`config.mk`:
```
export PLATFORM = sky130hd
export DESIGN_NAME = alu_arbiter_flat
export DESIGN_NICKNAME = d
export VERILOG_FILES = /design/src/rtl/alu_arbiter_if.sv /design/src/rtl/alu_arbiter.sv /design/src/flat_wrapper.sv
export SDC_FILE = /design/constraint.sdc
export NUM_CORES = 1
export LEC_CHECK = 0
export CORE_MARGIN = 2
export CORE_UTILIZATION = 41
export CTS_CLUSTER_DIAMETER = 30
export DETAILED_ROUTE_END_ITERATION = 7
export PLACE_DENSITY = 0.91
export SETUP_SLACK_MARGIN = 0.4
export SLEW_MARGIN = 10
export SYNTH_ARGS = -nofsm -noshare
export SYNTH_HDL_FRONTEND = slang
export SYNTH_SLANG_ARGS = --single-unit
```
`constraint.sdc`:
```
create_clock -name clk -period 2.55 [get_ports clk]
set_input_delay 0.255 -clock clk [delete_from_list [all_inputs] [get_ports clk]]
set_output_delay 0.255 -clock clk [all_outputs]
set_load 0.01 [all_outputs]
```
`src/rtl/alu_arbiter_if.sv`:
```
// Bundle of the two requester ports, the shared-ALU port and the response port of alu_arbiter.
// The slave modport is the arbiter's view; master is the requesters/ALU/consumer side.
interface alu_arbiter_if;
    logic        req0_valid;
    logic        req0_ready;
    logic [15:0] req0_a;
    logic [15:0] req0_b;
    logic [3:0]  req0_op;
    logic        req1_valid;
    logic        req1_ready;
    logic [15:0] req1_a;
    logic [15:0] req1_b;
    logic [3:0]  req1_op;
    logic [15:0] alu_a;
    logic [15:0] alu_b;
    logic [3:0]  alu_opcode;
    logic [15:0] alu_result;
    logic [4:0]  alu_flags;
    logic        rsp_valid;
    logic        rsp_ready;
    logic        rsp_id;
    logic [15:0] rsp_result;
    logic [4:0]  rsp_flags;
    logic        rsp_err;

    modport slave (
        input  req0_valid, req0_a, req0_b, req0_op,
        input  req1_valid, req1_a, req1_b, req1_op,
        output req0_ready, req1_ready,
        output alu_a, alu_b, alu_opcode,
        input  alu_result, alu_flags,
        output rsp_valid, rsp_id, rsp_result, rsp_flags, rsp_err,
        input  rsp_ready
    );

    modport master (
        output req0_valid, req0_a, req0_b, req0_op,
        output req1_valid, req1_a, req1_b, req1_op,
        input  req0_ready, req1_ready,
        input  alu_a, alu_b, alu_opcode,
        output alu_result, alu_flags,
        input  rsp_valid, rsp_id, rsp_result, rsp_flags, rsp_err,
        output rsp_ready
    );
endinterface

```
`src/rtl/alu_arbiter.sv`:
```
// Round-robin arbiter sharing one combinational ALU between two requesters, one op in flight.
// Divides wait DIV_CYCLES extra cycles; divide-by-zero is answered locally with an error.
module alu_arbiter #(
    parameter int unsigned DIV_CYCLES = 4
) (
    input  logic         clk,
    input  logic         rst_n,
    alu_arbiter_if.slave bus
);
    typedef enum logic [1:0] {StIdle, StExec, StWait, StResp} state_e;

    localparam logic [3:0] OpDiv     = 4'b0011;
    localparam logic [3:0] DivCycles = 4'(DIV_CYCLES);

    state_e      state_q, state_d;
    logic [3:0]  cnt_q, cnt_d;
    logic        last_q, last_d;
    logic [15:0] a_q, a_d;
    logic [15:0] b_q, b_d;
    logic [3:0]  op_q, op_d;
    logic        id_q, id_d;
    logic [15:0] res_q, res_d;
    logic [4:0]  flg_q, flg_d;
    logic        err_q, err_d;

    logic grant0, grant1, idle, alu_busy;

    // On a tie the requester that did not win last time goes first.
    assign grant0   = bus.req0_valid & (~bus.req1_valid | last_q);
    assign grant1   = bus.req1_valid & (~bus.req0_valid | ~last_q);
    assign idle     = (state_q == StIdle);
    assign alu_busy = (state_q == StExec) || (state_q == StWait);

    assign bus.req0_ready = rst_n & idle & grant0;
    assign bus.req1_ready = rst_n & idle & grant1;

    assign bus.alu_a      = alu_busy ? a_q  : 16'h0000;
    assign bus.alu_b      = alu_busy ? b_q  : 16'h0000;
    assign bus.alu_opcode = alu_busy ? op_q : 4'b0000;

    assign bus.rsp_valid  = (state_q == StResp);
    assign bus.rsp_id     = id_q;
    assign bus.rsp_result = res_q;
    assign bus.rsp_flags  = flg_q;
    assign bus.rsp_err    = err_q;

    always_comb begin
        state_d = state_q;
        cnt_d   = cnt_q;
        last_d  = last_q;
        a_d     = a_q;
        b_d     = b_q;
        op_d    = op_q;
        id_d    = id_q;
        res_d   = res_q;
        flg_d   = flg_q;
        err_d   = err_q;
        case (state_q)
            StIdle: begin
                if (grant0 || grant1) begin
                    a_d     = grant1 ? bus.req1_a  : bus.req0_a;
                    b_d     = grant1 ? bus.req1_b  : bus.req0_b;
                    op_d    = grant1 ? bus.req1_op : bus.req0_op;
                    id_d    = grant1;
                    last_d  = grant1;
                    state_d = StExec;
                end
            end
            StExec: begin
                if (op_q == OpDiv && b_q == 16'h0000) begin
                    res_d   = 16'hFFFF;
                    flg_d   = 5'b00000;
                    err_d   = 1'b1;
                    state_d = StResp;
                end else if (op_q == OpDiv && DivCycles != 4'd0) begin
                    cnt_d   = DivCycles;
                    state_d = StWait;
                end else begin
                    res_d   = bus.alu_result;
                    flg_d   = bus.alu_flags;
                    err_d   = 1'b0;
                    state_d = StResp;
                end
            end
            StWait: begin
                cnt_d = cnt_q - 4'd1;
                if (cnt_q == 4'd1) begin
                    res_d   = bus.alu_result;
                    flg_d   = bus.alu_flags;
                    err_d   = 1'b0;
                    state_d = StResp;
                end
            end
            StResp: begin
                if (bus.rsp_ready) begin
                    state_d = StIdle;
                end
            end
            default: state_d = StIdle;
        endcase
    end

    always_ff @(posedge clk or negedge rst_n) begin
        if (!rst_n) begin
            state_q <= StIdle;
            cnt_q   <= 4'd0;
            last_q  <= 1'b1;
            a_q     <= 16'h0000;
            b_q     <= 16'h0000;
            op_q    <= 4'b0000;
            id_q    <= 1'b0;
            res_q   <= 16'h0000;
            flg_q   <= 5'b00000;
            err_q   <= 1'b0;
        end else begin
            state_q <= state_d;
            cnt_q   <= cnt_d;
            last_q  <= last_d;
            a_q     <= a_d;
            b_q     <= b_d;
            op_q    <= op_d;
            id_q    <= id_d;
            res_q   <= res_d;
            flg_q   <= flg_d;
            err_q   <= err_d;
        end
    end
endmodule

```
`src/flat_wrapper.sv`:
```
// flat-port wrapper written by rule: the top's interface ports become plain ports
module alu_arbiter_flat 
#(
    parameter int unsigned DIV_CYCLES = 4
)
  (clk, rst_n, bus_req0_valid, bus_req0_a, bus_req0_b, bus_req0_op, bus_req1_valid, bus_req1_a, bus_req1_b, bus_req1_op, bus_req0_ready, bus_req1_ready, bus_alu_a, bus_alu_b, bus_alu_opcode, bus_alu_result, bus_alu_flags, bus_rsp_valid, bus_rsp_id, bus_rsp_result, bus_rsp_flags, bus_rsp_err, bus_rsp_ready);
  alu_arbiter_if bus_i ();
  input  logic clk;
  input  logic rst_n;
  input wire logic [$bits(bus_i.req0_valid)-1:0] bus_req0_valid;
  input wire logic [$bits(bus_i.req0_a)-1:0] bus_req0_a;
  input wire logic [$bits(bus_i.req0_b)-1:0] bus_req0_b;
  input wire logic [$bits(bus_i.req0_op)-1:0] bus_req0_op;
  input wire logic [$bits(bus_i.req1_valid)-1:0] bus_req1_valid;
  input wire logic [$bits(bus_i.req1_a)-1:0] bus_req1_a;
  input wire logic [$bits(bus_i.req1_b)-1:0] bus_req1_b;
  input wire logic [$bits(bus_i.req1_op)-1:0] bus_req1_op;
  output wire logic [$bits(bus_i.req0_ready)-1:0] bus_req0_ready;
  output wire logic [$bits(bus_i.req1_ready)-1:0] bus_req1_ready;
  output wire logic [$bits(bus_i.alu_a)-1:0] bus_alu_a;
  output wire logic [$bits(bus_i.alu_b)-1:0] bus_alu_b;
  output wire logic [$bits(bus_i.alu_opcode)-1:0] bus_alu_opcode;
  input wire logic [$bits(bus_i.alu_result)-1:0] bus_alu_result;
  input wire logic [$bits(bus_i.alu_flags)-1:0] bus_alu_flags;
  output wire logic [$bits(bus_i.rsp_valid)-1:0] bus_rsp_valid;
  output wire logic [$bits(bus_i.rsp_id)-1:0] bus_rsp_id;
  output wire logic [$bits(bus_i.rsp_result)-1:0] bus_rsp_result;
  output wire logic [$bits(bus_i.rsp_flags)-1:0] bus_rsp_flags;
  output wire logic [$bits(bus_i.rsp_err)-1:0] bus_rsp_err;
  input wire logic [$bits(bus_i.rsp_ready)-1:0] bus_rsp_ready;
  assign bus_i.req0_valid = bus_req0_valid;
  assign bus_i.req0_a = bus_req0_a;
  assign bus_i.req0_b = bus_req0_b;
  assign bus_i.req0_op = bus_req0_op;
  assign bus_i.req1_valid = bus_req1_valid;
  assign bus_i.req1_a = bus_req1_a;
  assign bus_i.req1_b = bus_req1_b;
  assign bus_i.req1_op = bus_req1_op;
  assign bus_req0_ready = bus_i.req0_ready;
  assign bus_req1_ready = bus_i.req1_ready;
  assign bus_alu_a = bus_i.alu_a;
  assign bus_alu_b = bus_i.alu_b;
  assign bus_alu_opcode = bus_i.alu_opcode;
  assign bus_i.alu_result = bus_alu_result;
  assign bus_i.alu_flags = bus_alu_flags;
  assign bus_rsp_valid = bus_i.rsp_valid;
  assign bus_rsp_id = bus_i.rsp_id;
  assign bus_rsp_result = bus_i.rsp_result;
  assign bus_rsp_flags = bus_i.rsp_flags;
  assign bus_rsp_err = bus_i.rsp_err;
  assign bus_i.rsp_ready = bus_rsp_ready;
  alu_arbiter #(.DIV_CYCLES(DIV_CYCLES)) u_core (.clk(clk), .rst_n(rst_n), .bus(bus_i));
endmodule
```
### After elaboration in Yosys (flattened, before gate mapping)

Index checks and enable logic that the tools add are counted.

* word-level logic and storage cells: 69
* register bits after elaboration: 66
* bits of input ports: 98

* reduce and logical (&&, ||, !) cells: 10
* eq/ne operators: 11
* $add $sub $neg: 1
* mux-type cells: 27
* bitwise operators: 10

Operators with widths (number)
* $mux 16: 7
* $pmux 16 s2: 1
* $logic_not 16->1: 1
* $mux 4: 4
* $mux 5: 3
* $pmux 5 s2: 1
* $reduce_and 3->1: 3
* $mux 2: 4
* $ne 2x2->1 const B: 4
* $pmux 2 s4: 1
* $pmux 4 s2: 1
* $and 1x1->1: 5
* $eq 2x2->1 const B: 2
* $eq 4x1->1 const B: 1
* $eq 4x2->1 const B: 1
* $mux 1: 4
* $sub 4x1->4 const B: 1
* $ne 3x3->1 const B: 1
* $not 1->1: 3
* $eq 2x1->1 const B: 1
* $logic_not 2->1: 1
* $logic_or 1x1->1: 2
* $ne 2x1->1 const B: 1
* $or 1x1->1: 2
* 4 further kinds: 4

### Logic depth before layout (Yosys ltp)

Gate-level depths: netlist of run 1.

* depth in word-level cells: 6
* mapped depth: 7
* mapped depth without buffers: 6

### Worst setup path after synthesis of run 1

Ideal clock, no wire load.

* path kind: reg-to-reg
* start: register u_core.b_q[3]
* end: register u_core.res_q[8] (netlist: u_core.bus.rsp_result[8])
* data required time: 2430 ps
* setup slack: 563 ps
* period minus slack after synthesis: 1987 ps
* cell stages (with the launch flop): 6
* arrival time: 1868 ps
* path through: dfrtp_1 or4_4 o41ai_4 a32oi_2 buf_6 o22a_2

* word-level cells in the longest chain between the ends: 4
* elaborated cells between the ends (all ways): 6

Ends and longest elaborated chain
* from (decl): line alu_arbiter.sv:19 `logic [15:0] b_q, b_d;`
* from (signal assigned): line alu_arbiter.sv:109 `b_q <= 16'h0000;`
* from (signal assigned): line alu_arbiter.sv:120 `b_q <= b_d;`
* $logic_not 16->1 (*): line alu_arbiter.sv:70 `if (op_q == OpDiv && b_q == 16'h0000) begin`
* $logic_and 1x1->1 (*): line alu_arbiter.sv:70
* $ne 3x3->1 (no source line) / $mux 16 (equally long branches)
* $reduce_and 3->1 (no source line) / $pmux 16 s2 (equally long branches)
* to (signal assigned): line alu_arbiter.sv:123 `res_q <= res_d;`
* to (decl): line alu_arbiter.sv:22 `logic [15:0] res_q, res_d;`

Every way passes the cells marked *; elsewhere a longest branch is shown, timed or not.
A chain may end at the register's enable or synchronous reset.

### Worst setup path in the final report of run 1

* start: register u_core.b_q[1]
* end: register u_core.res_q[0] (netlist: u_core.bus.rsp_result[0])

Same word-level chain as after synthesis.

==> results of run 1 <==
-- placed cells by master, fill, tap and decap left out, types with 9 or more instances in the layout --
| master | n |
|---|---|
| sky130_fd_sc_hd__and2_1 | 36 |
| sky130_fd_sc_hd__clkbuf_8 | 10 |
| sky130_fd_sc_hd__clkdlybuf4s50_1 | 121 |
| sky130_fd_sc_hd__dfrtp_1 | 65 |
| sky130_fd_sc_hd__dlygate4sd2_1 | 36 |
| sky130_fd_sc_hd__inv_1 | 16 |
| sky130_fd_sc_hd__mux2i_1 | 38 |
| sky130_fd_sc_hd__nand2_1 | 42 |
| sky130_fd_sc_hd__o21ai_0 | 38 |
| sky130_fd_sc_hd__o22a_2 | 9 |
-- kinds of logic after synthesis --
| family | after synthesis |
|---|---|
| compound gates | 80 |
| fa+ha+maj | 7 |
| buf+inv | 38 |
| flops | 66 |
| mux | 38 |
| simple gates | 99 |
-- final cells by class --
cell class / instances / area (um^2)
Inverter: 18 / 67.6
Timing Repair Buffer: 170 / 1670
Fill cell: 665 / 2730
Multi-Input combinational cell: 228 / 1720
Sequential cell: 66 / 1650
Clock buffer: 13 / 149
Tap cell: 105 / 131
Clock inverter: 3 / 15.0
-- critical path, delay by kind of cell (launching register included) --
kind / cells / cell delay (ns)
buffers and inverters: 1 / 0.20
AO/OA/AOI/OAI: 3 / 0.83
AND/OR/NAND/NOR: 1 / 0.59
flip-flops: 1 / 0.39
-- per-stage QoR --
step                instances  util, %  instance area (um^2)
finish                    603     66.5                  5410
floorplan                 328        -                  3390
CTS                       598     65.4                  5320
detailed placement        578     62.7                  5100
global placement          578     62.7                  5100
global route              603     66.5                  5410
-- cells in the mapped netlist (all sizes together), types with 2 or more instances --
cell	n
inv	18
nand3	3
a32oi	2
o22ai	5
mux2i	38
clkbuf	11
a21oi	3
ha	7
nor2	3
nand2	42
o41ai	2
or4	4
o21ai	40
nand3b	2
and2	37
o22a	17
buf	9
dfrtp	65
-- flip-flops by register name, summed over array words and instances (netlist names) --
| name | cells |
|---|---|
| u_core.b_q | 16 |
| u_core.bus.rsp_err | 1 |
| u_core.last_q | 1 |
| u_core.bus.rsp_id | 1 |
| u_core.a_q | 16 |
| u_core.cnt_q | 4 |
| u_core.bus.rsp_flags | 5 |
| u_core.bus.rsp_result | 16 |
| u_core.state_q | 2 |
| u_core.op_q | 4 |
-- repair_timing --
action                                  CTS  global route
pin swaps                                 2            10
hold buffers                              0             0
gates resized for setup                  45             7
gates cloned                              1             3
endpoints found under the setup margin   59            24
setup buffers                             3             2
-- how the worst min path moves through the flow --
stage,from,endpoint,cells after the start
finish,rst_n,u_core.bus.rsp_result[10],2
detailed placement,u_core.a_q[6],u_core.a_q[6],2
floorplan,rst_n,u_core.a_q[0],0
global placement,u_core.a_q[2],u_core.a_q[2],2
CTS,rst_n,u_core.bus.rsp_id,2
global route,rst_n,u_core.bus.rsp_result[10],2
-- metal layers --
metal,vias up,global-route usage (%),part of all wire [%]
met3,11,5.75,7.2
li1,1494,-,-
met5,-,0,0
met2,121,35.6,51
met1,1461,24.6,41
met4,0,8.09,1.5
-- power breakdown --
group          switching (mW)  internal [mW]
Combinational            1.77           1.79
Sequential              0.307           1.54
Clock                   0.371          0.376
==> summary.md, run 1 <==
| Metric | Value |
|---|---|
| Status | complete, no violations |
| Number of enable-type register cells in the synthesized netlist | 0 |
| Area fraction of the dominant cell type after synthesis | between 40% and 50% |
| Wire length of the first global-routing pass | ~14 mm |
| Power, Total | 6.15 mW |
| CP Cell Sequence | or4_4 > o41ai_4 > buf_6 > a32oi_2 > o22a_1 |
| Cells taking the most area after synthesis | sky130_fd_sc_hd__dfrtp_1, sky130_fd_sc_hd__mux2i_1, sky130_fd_sc_hd__and2_1, sky130_fd_sc_hd__o21ai_0, sky130_fd_sc_hd__nand2_1 |
| Max clock buf depth | 2 |
| Post-Syn Area per Cell | a little over 10 um^2 |
| Net total in the final layout | 598 |
| Nature of the critical path endpoint | register |
| Depth of the most critical reg-to-reg path | 5 |
| Global routing usage summed across all routing layers | 20.7% |
| Final sum of negative setup slack | 0 ns |
| Chip width | roughly 95 um |
| Number of antenna violations at the first check in global routing | 0 |
| Clock Sink Count | 66 |
| Yosys warning count | 0 |
| Relative max-transition margin | a little under half |
| RSZ-0062 raised after global routing | yes |
| Area share of and/or/nand/nor cells after synthesis | 15.7% |
| Fraction of the mapped netlist area in compound gates | about 17% |
| Post-Synthesis Cell Area | between 3000 and 4000 um^2 |
| Number of global-route vias before repair | approximately 3100 |
| Antenna cells | 0 |
| Combinational family with the most area after synthesis | compound AO/OA/AOI/OAI gates |
| Fraction of layout instances using a drive strength above 1 | 11.0% |
| End of the worst register-to-register path | u_core.bus.rsp_result[0] |
| Count of endpoints failing hold in the final timing report | 0 |
| Least-Margin Pin Slew | 0.816 ns |
| Final clock period utilization by the worst path | between 80% and 90% |
| Number of core rows | 33 |
| Number of levels the H-tree was split into | 3 |
| Final weighted congestion of routability-driven global placement | 0.808 |
| CTS tree | yes |
| Dominant cell type by area after synthesis | sky130_fd_sc_hd__dfrtp_1 |
| First DRT Iteration DRCs | around 130 |
| Data arrival at the endpoint of the critical path | about 2.4 ns |
| Full die area | 9020 um^2 |
| Pin count of the biggest net entering global routing | 74 |
| Number of storage elements in the synthesis netlist | 66 |
| Adder-cell share of the synthesized area | under 10% |
| Peak VDD IR | 0.474 mV |
| Reg-to-reg critical path startpoint | u_core.b_q[1] |
| Final-layout worst hold slack | approximately 0.14 ns |
| Post-synthesis cell type count | 47 |
| Critical path endpoint | u_core.bus.rsp_result[0] |
| Die Ht | 95.0 um |
| Residual antenna-violating net count after detailed routing | 0 |
| Number of buffers added by the clock tree synthesis step | 9 |
| Max incr delay on CP | between 0.5 and 0.6 ns |
| Top FF cell, synth | sky130_fd_sc_hd__dfrtp_1 |
| Starting utilization of the core area | 41.7% |
| Seq/Total Area, Yosys | between 40% and 50% |
| Standard cell core area | a little over 8000 um^2 |
| Pre-CTS setup slack | between 0.2 and 0.25 ns |
| Detailed placement HPWL | ~6.6 mm |
| Number of top-level pins | 160 |
| Standby leakage power | between 2 and 2.5 nW |
| Share of cell area taken by muxes after synthesis | between 10 and 15% |
| Post-detailed-route wirelength per cell | between 15 and 20 um |
| Total wirelength of the detailed-routed design | approximately 9.4 mm |
| Period minus WS final | 2.15 ns |
| Clock root buffer master | sky130_fd_sc_hd__clkbuf_8 |
| Critical path data required time | around 2.8 ns |
| Setup-violating endpoint count in the final report | 0 |
| Parity-gate share of the synthesized area counting xor and xnor cells | 0% |
| Reg2reg setup slack | around 0.4 ns |
| Total congestion overflow after global routing | 0 |
| Net count of the mapped netlist | about 430 |
| Router iterations before antenna repair | 4 |
| Critical Path Start Type | register |
| Post-Synthesis Cells | roughly 330 |
| Clock latency on the worst-skew pair | between 0.3 and 0.4 ns |
| Power density over the cells | approximately 1100 nW/um^2 |
| Post-DR vias/cell | just over 5 |
| Final setup skew | ~0.0071 ns |
| Slowest cell on the critical path | sky130_fd_sc_hd__or4_4 |
| Count of vias placed by the detailed router | between 3000 and 4000 |
| Syn-to-layout area delta | 59.3% |
| Type of the worst setup path | reg2reg |
| Number of slew-limit violations in the final report | 0 |
| Remaining design rule violation count | 0 |
| Total of buffers placed on input and output ports | around 160 |
| Start point of the critical path | u_core.b_q[1] |
| Crit path max fanout | 7 |
| Maximum capacitance violations | 0 |
| Setup slack after layout | just over 0.4 ns |
| Register clock-pin slew on the reported worst setup and hold paths | 0.07 ns |
| Maximum clock rate | 466 MHz |
| Hold WC Path Type | in2async |
| Ys async rst share | between 90% and 100% |
No activity file was read; power rests on OpenSTA's default activity.
==> run 2, diff against run 1 <==
--- a/config.mk
+++ b/config.mk
@@ -6,10 +6,10 @@
 export NUM_CORES = 1
 export LEC_CHECK = 0
 export CORE_MARGIN = 2
-export CORE_UTILIZATION = 41
+export CORE_UTILIZATION = 37
 export CTS_CLUSTER_DIAMETER = 30
 export DETAILED_ROUTE_END_ITERATION = 7
-export PLACE_DENSITY = 0.91
+export PLACE_DENSITY = 0.87
 export SETUP_SLACK_MARGIN = 0.4
 export SLEW_MARGIN = 10
 export SYNTH_ARGS = -nofsm -noshare
==> constraint.sdc (replaced) <==
create_clock -name clk -period 1.7 [get_ports clk]
set_input_delay 0.17 -clock clk [delete_from_list [all_inputs] [get_ports clk]]
set_output_delay 0.17 -clock clk [all_outputs]
set_load 0.01 [all_outputs]
==> run 2 against run 1 <==
Compared with the run above: the run now ends with negative setup slack left; sequential power rose by 60%; clock power rose by 110%; worst hold slack improved by 0.26 ns; combinational power rose to 3.0 times the previous value; largest power group unchanged.
==> summary.md, run 2 (synthesis results as in run 1) <==
| Metric | Value |
|---|---|
| Nature of the critical path endpoint | register |
| Final weighted congestion of routability-driven global placement | 0.864 |
| Syn-to-layout area delta | 112% |
| Power density over the cells | 2130 nW/um^2 |
| Share of power burned in registers | around a fifth |
| Total wirelength of the detailed-routed design | ~16 mm |
| RSZ-0062 raised after global routing | yes |
| Chip width | 99.8 um |
| Final clock period utilization by the worst path | 129% |
| Number of antenna violations at the first check in global routing | 0 |
| Depth of the most critical reg-to-reg path | 5 |
| Cell count along the critical path | 5 |
| Final sum of negative setup slack | -18.84 ns |
| Slowest cell on the critical path | sky130_fd_sc_hd__or4_4 |
| Cell-internal power | around 9.3 mW |
| Fraction of layout instances using a drive strength above 1 | between 50 and 60% |
| Global routing usage summed across all routing layers | 28.2% |
| Reg2reg setup slack | -0.49 ns |
| Register clock-pin slew on the reported worst setup and hold paths | approximately 0.09 ns |
| Number of core rows | 34 |
| Die Ht | roughly 100 um |
| Critical Path Start Type | register |
| Max incr delay on CP | 0.61 ns |
| Least-Margin Pin Slew | 0.672 ns |
| Number of levels the H-tree was split into | 3 |
| Switching portion of total power | roughly two fifths |
| Router iterations before antenna repair | 5 |
| Post-place instance area | roughly 5600 um^2 |
| Hold WC Path Type | in2reg |
| CP Cell Sequence | or4_4 > o41ai_4 > a32oi_2 > buf_12 > o22a_1 |
| Post-detailed-route wirelength per cell | approximately 24 um |
| CTS tree | yes |
| Number of slew-limit violations in the final report | 0 |
| Final-layout fill cell count | slightly below 400 |
| Most common library cell in the layout ignoring fill and taps | sky130_fd_sc_hd__clkdlybuf4s50_1 |
| Net total in the final layout | ~680 |
| Standby leakage power | 3.25 nW |
| Cell count after placement | 630 |
| Max clock buf depth | 2 |
| Maximum capacitance violations | 0 |
| Worst Min Path Start | bus_alu_flags[4] |
| Total of buffers placed on input and output ports | approximately 160 |
| Type of the worst setup path | reg2reg |
| Critical path data required time | 1.94 ns |
| End-of-flow core utilization | roughly 82% |
| Period minus WS final | between 2 and 2.5 ns |
| Clock latency on the worst-skew pair | 0.36 ns |
| Count of vias placed by the detailed router | about 4000 |
| Full die area | 9950 um^2 |
| Worst path top cell family by delay | compound AO/OA/AOI/OAI gates |
| Filler-free cell count of the finished design | approximately 690 |
| Clock root buffer master | sky130_fd_sc_hd__clkbuf_8 |
| Final setup skew | between 0.01 and 0.015 ns |
| Combinational Power Share | 70.6% |
| Status | finished, violations left |
| Commonest non-fill, non-tap cells in the layout | sky130_fd_sc_hd__clkdlybuf4s50_1, sky130_fd_sc_hd__dfrtp_1, sky130_fd_sc_hd__buf_6 |
| Count of endpoints failing hold in the final timing report | 0 |
| Starting utilization of the core area | around two fifths |
| Share of power burned in the clock network | between 10% and 20% |
| Storage cell area | between 1500 and 2000 um^2 |
| Standard cell core area | between 8000 and 9000 um^2 |
| Residual antenna-violating net count after detailed routing | 0 |
| Crit path max fanout | 21 |
| Wire length of the first global-routing pass | 21.6 mm |
| Maximum clock rate | 458 MHz |
| Violated checks | negative setup slack |
| Area occupied by multi-input gates | between 2000 and 2500 um^2 |
| Hold Crit Depth | 3 |
| Pin count of the biggest net entering global routing | 50 |
| Post-DR vias/cell | 5.79 |
| Buffers plus inverters on the worst setup path | 1 |
| Reg-to-reg critical path startpoint | u_core.b_q[11] |
| Final-layout worst hold slack | 0.402 ns |
| Clock Sink Count | 66 |
| Antenna cells | 0 |
| First DRT Iteration DRCs | around 230 |
| Relative max-transition margin | 55.2% |
| Number of top-level pins | 160 |
| Pre-CTS setup slack | -0.362 ns |
| Setup-violating endpoint count in the final report | between 60 and 70 |
| Detailed placement HPWL | 7.41 mm |
| Setup slack after layout | -0.486 ns |
| Remaining design rule violation count | 0 |
| Summed area of non-filler cells in the final layout | between 7000 and 8000 um^2 |
| Number of buffers added by the clock tree synthesis step | 9 |
| Total congestion overflow after global routing | 0 |
| Peak VDD IR | about 1.2 mV |
| Switching component of the power | between 6 and 7 mW |
| Start point of the critical path | u_core.b_q[11] |
| Power, Total | 15.3 mW |
| Number of global-route vias before repair | 4061 |
| Data arrival at the endpoint of the critical path | about 2.4 ns |
## run 2: final cells by class
class	count	area share, %
tap	108	1.88
clock inverter	7	1.37
clock buffer	9	1.72
sequential	66	23.0
multi-input combinational	224	31.0
timing repair buffer	260	40.1
inverter	18	0.939
## run 2: worst paths after layout
kind,endpoint
worst max-delay path,u_core.bus.rsp_result[10]
worst min-delay path,u_core.bus.rsp_flags[4]
worst max register to register,u_core.bus.rsp_result[10]
worst min register to register,u_core.bus.rsp_result[7]
max in group asynchronous,u_core.bus.rsp_err
min in group asynchronous,u_core.a_q[14]
## run 2: worst reg2reg max path, cell delays in order, from the launching register on
cell	delay (ns)
sky130_fd_sc_hd__dfrtp_1	0.45
sky130_fd_sc_hd__or4_4	0.61
sky130_fd_sc_hd__o41ai_4	0.40
sky130_fd_sc_hd__a32oi_2	0.20
sky130_fd_sc_hd__buf_12	0.20
sky130_fd_sc_hd__o22a_1	0.21
## run 2: metal layers
layer	up-vias	GRT usage, %	share of wire (%)
li1	1669	-	-
met4	0	12.2	5.3
met3	76	5.83	7.4
met5	-	0	0
met1	1983	32.6	36
met2	278	50.4	51
## run 2: what timing repair did
| action | in CTS | in global routing |
|---|---|---|
| endpoints found under the setup margin | 127 | 104 |
| pin swaps | 48 | 15 |
| hold buffers | 1 | 0 |
| resized for setup | 366 | 81 |
| setup buffers | 25 | 7 |
| hold endpoints to repair | 56 | 0 |
| gates cloned | 13 | 0 |
## run 2: power groups by stage
stage	logic [mW]	registers, mW	clock network, mW
floorplan	3.25	2.79	0
global placement	6.29	2.69	0
detailed placement	6.47	2.74	0
CTS	9.06	2.75	1.53
global route	11.2	2.98	1.64
finish	10.8	2.94	1.58
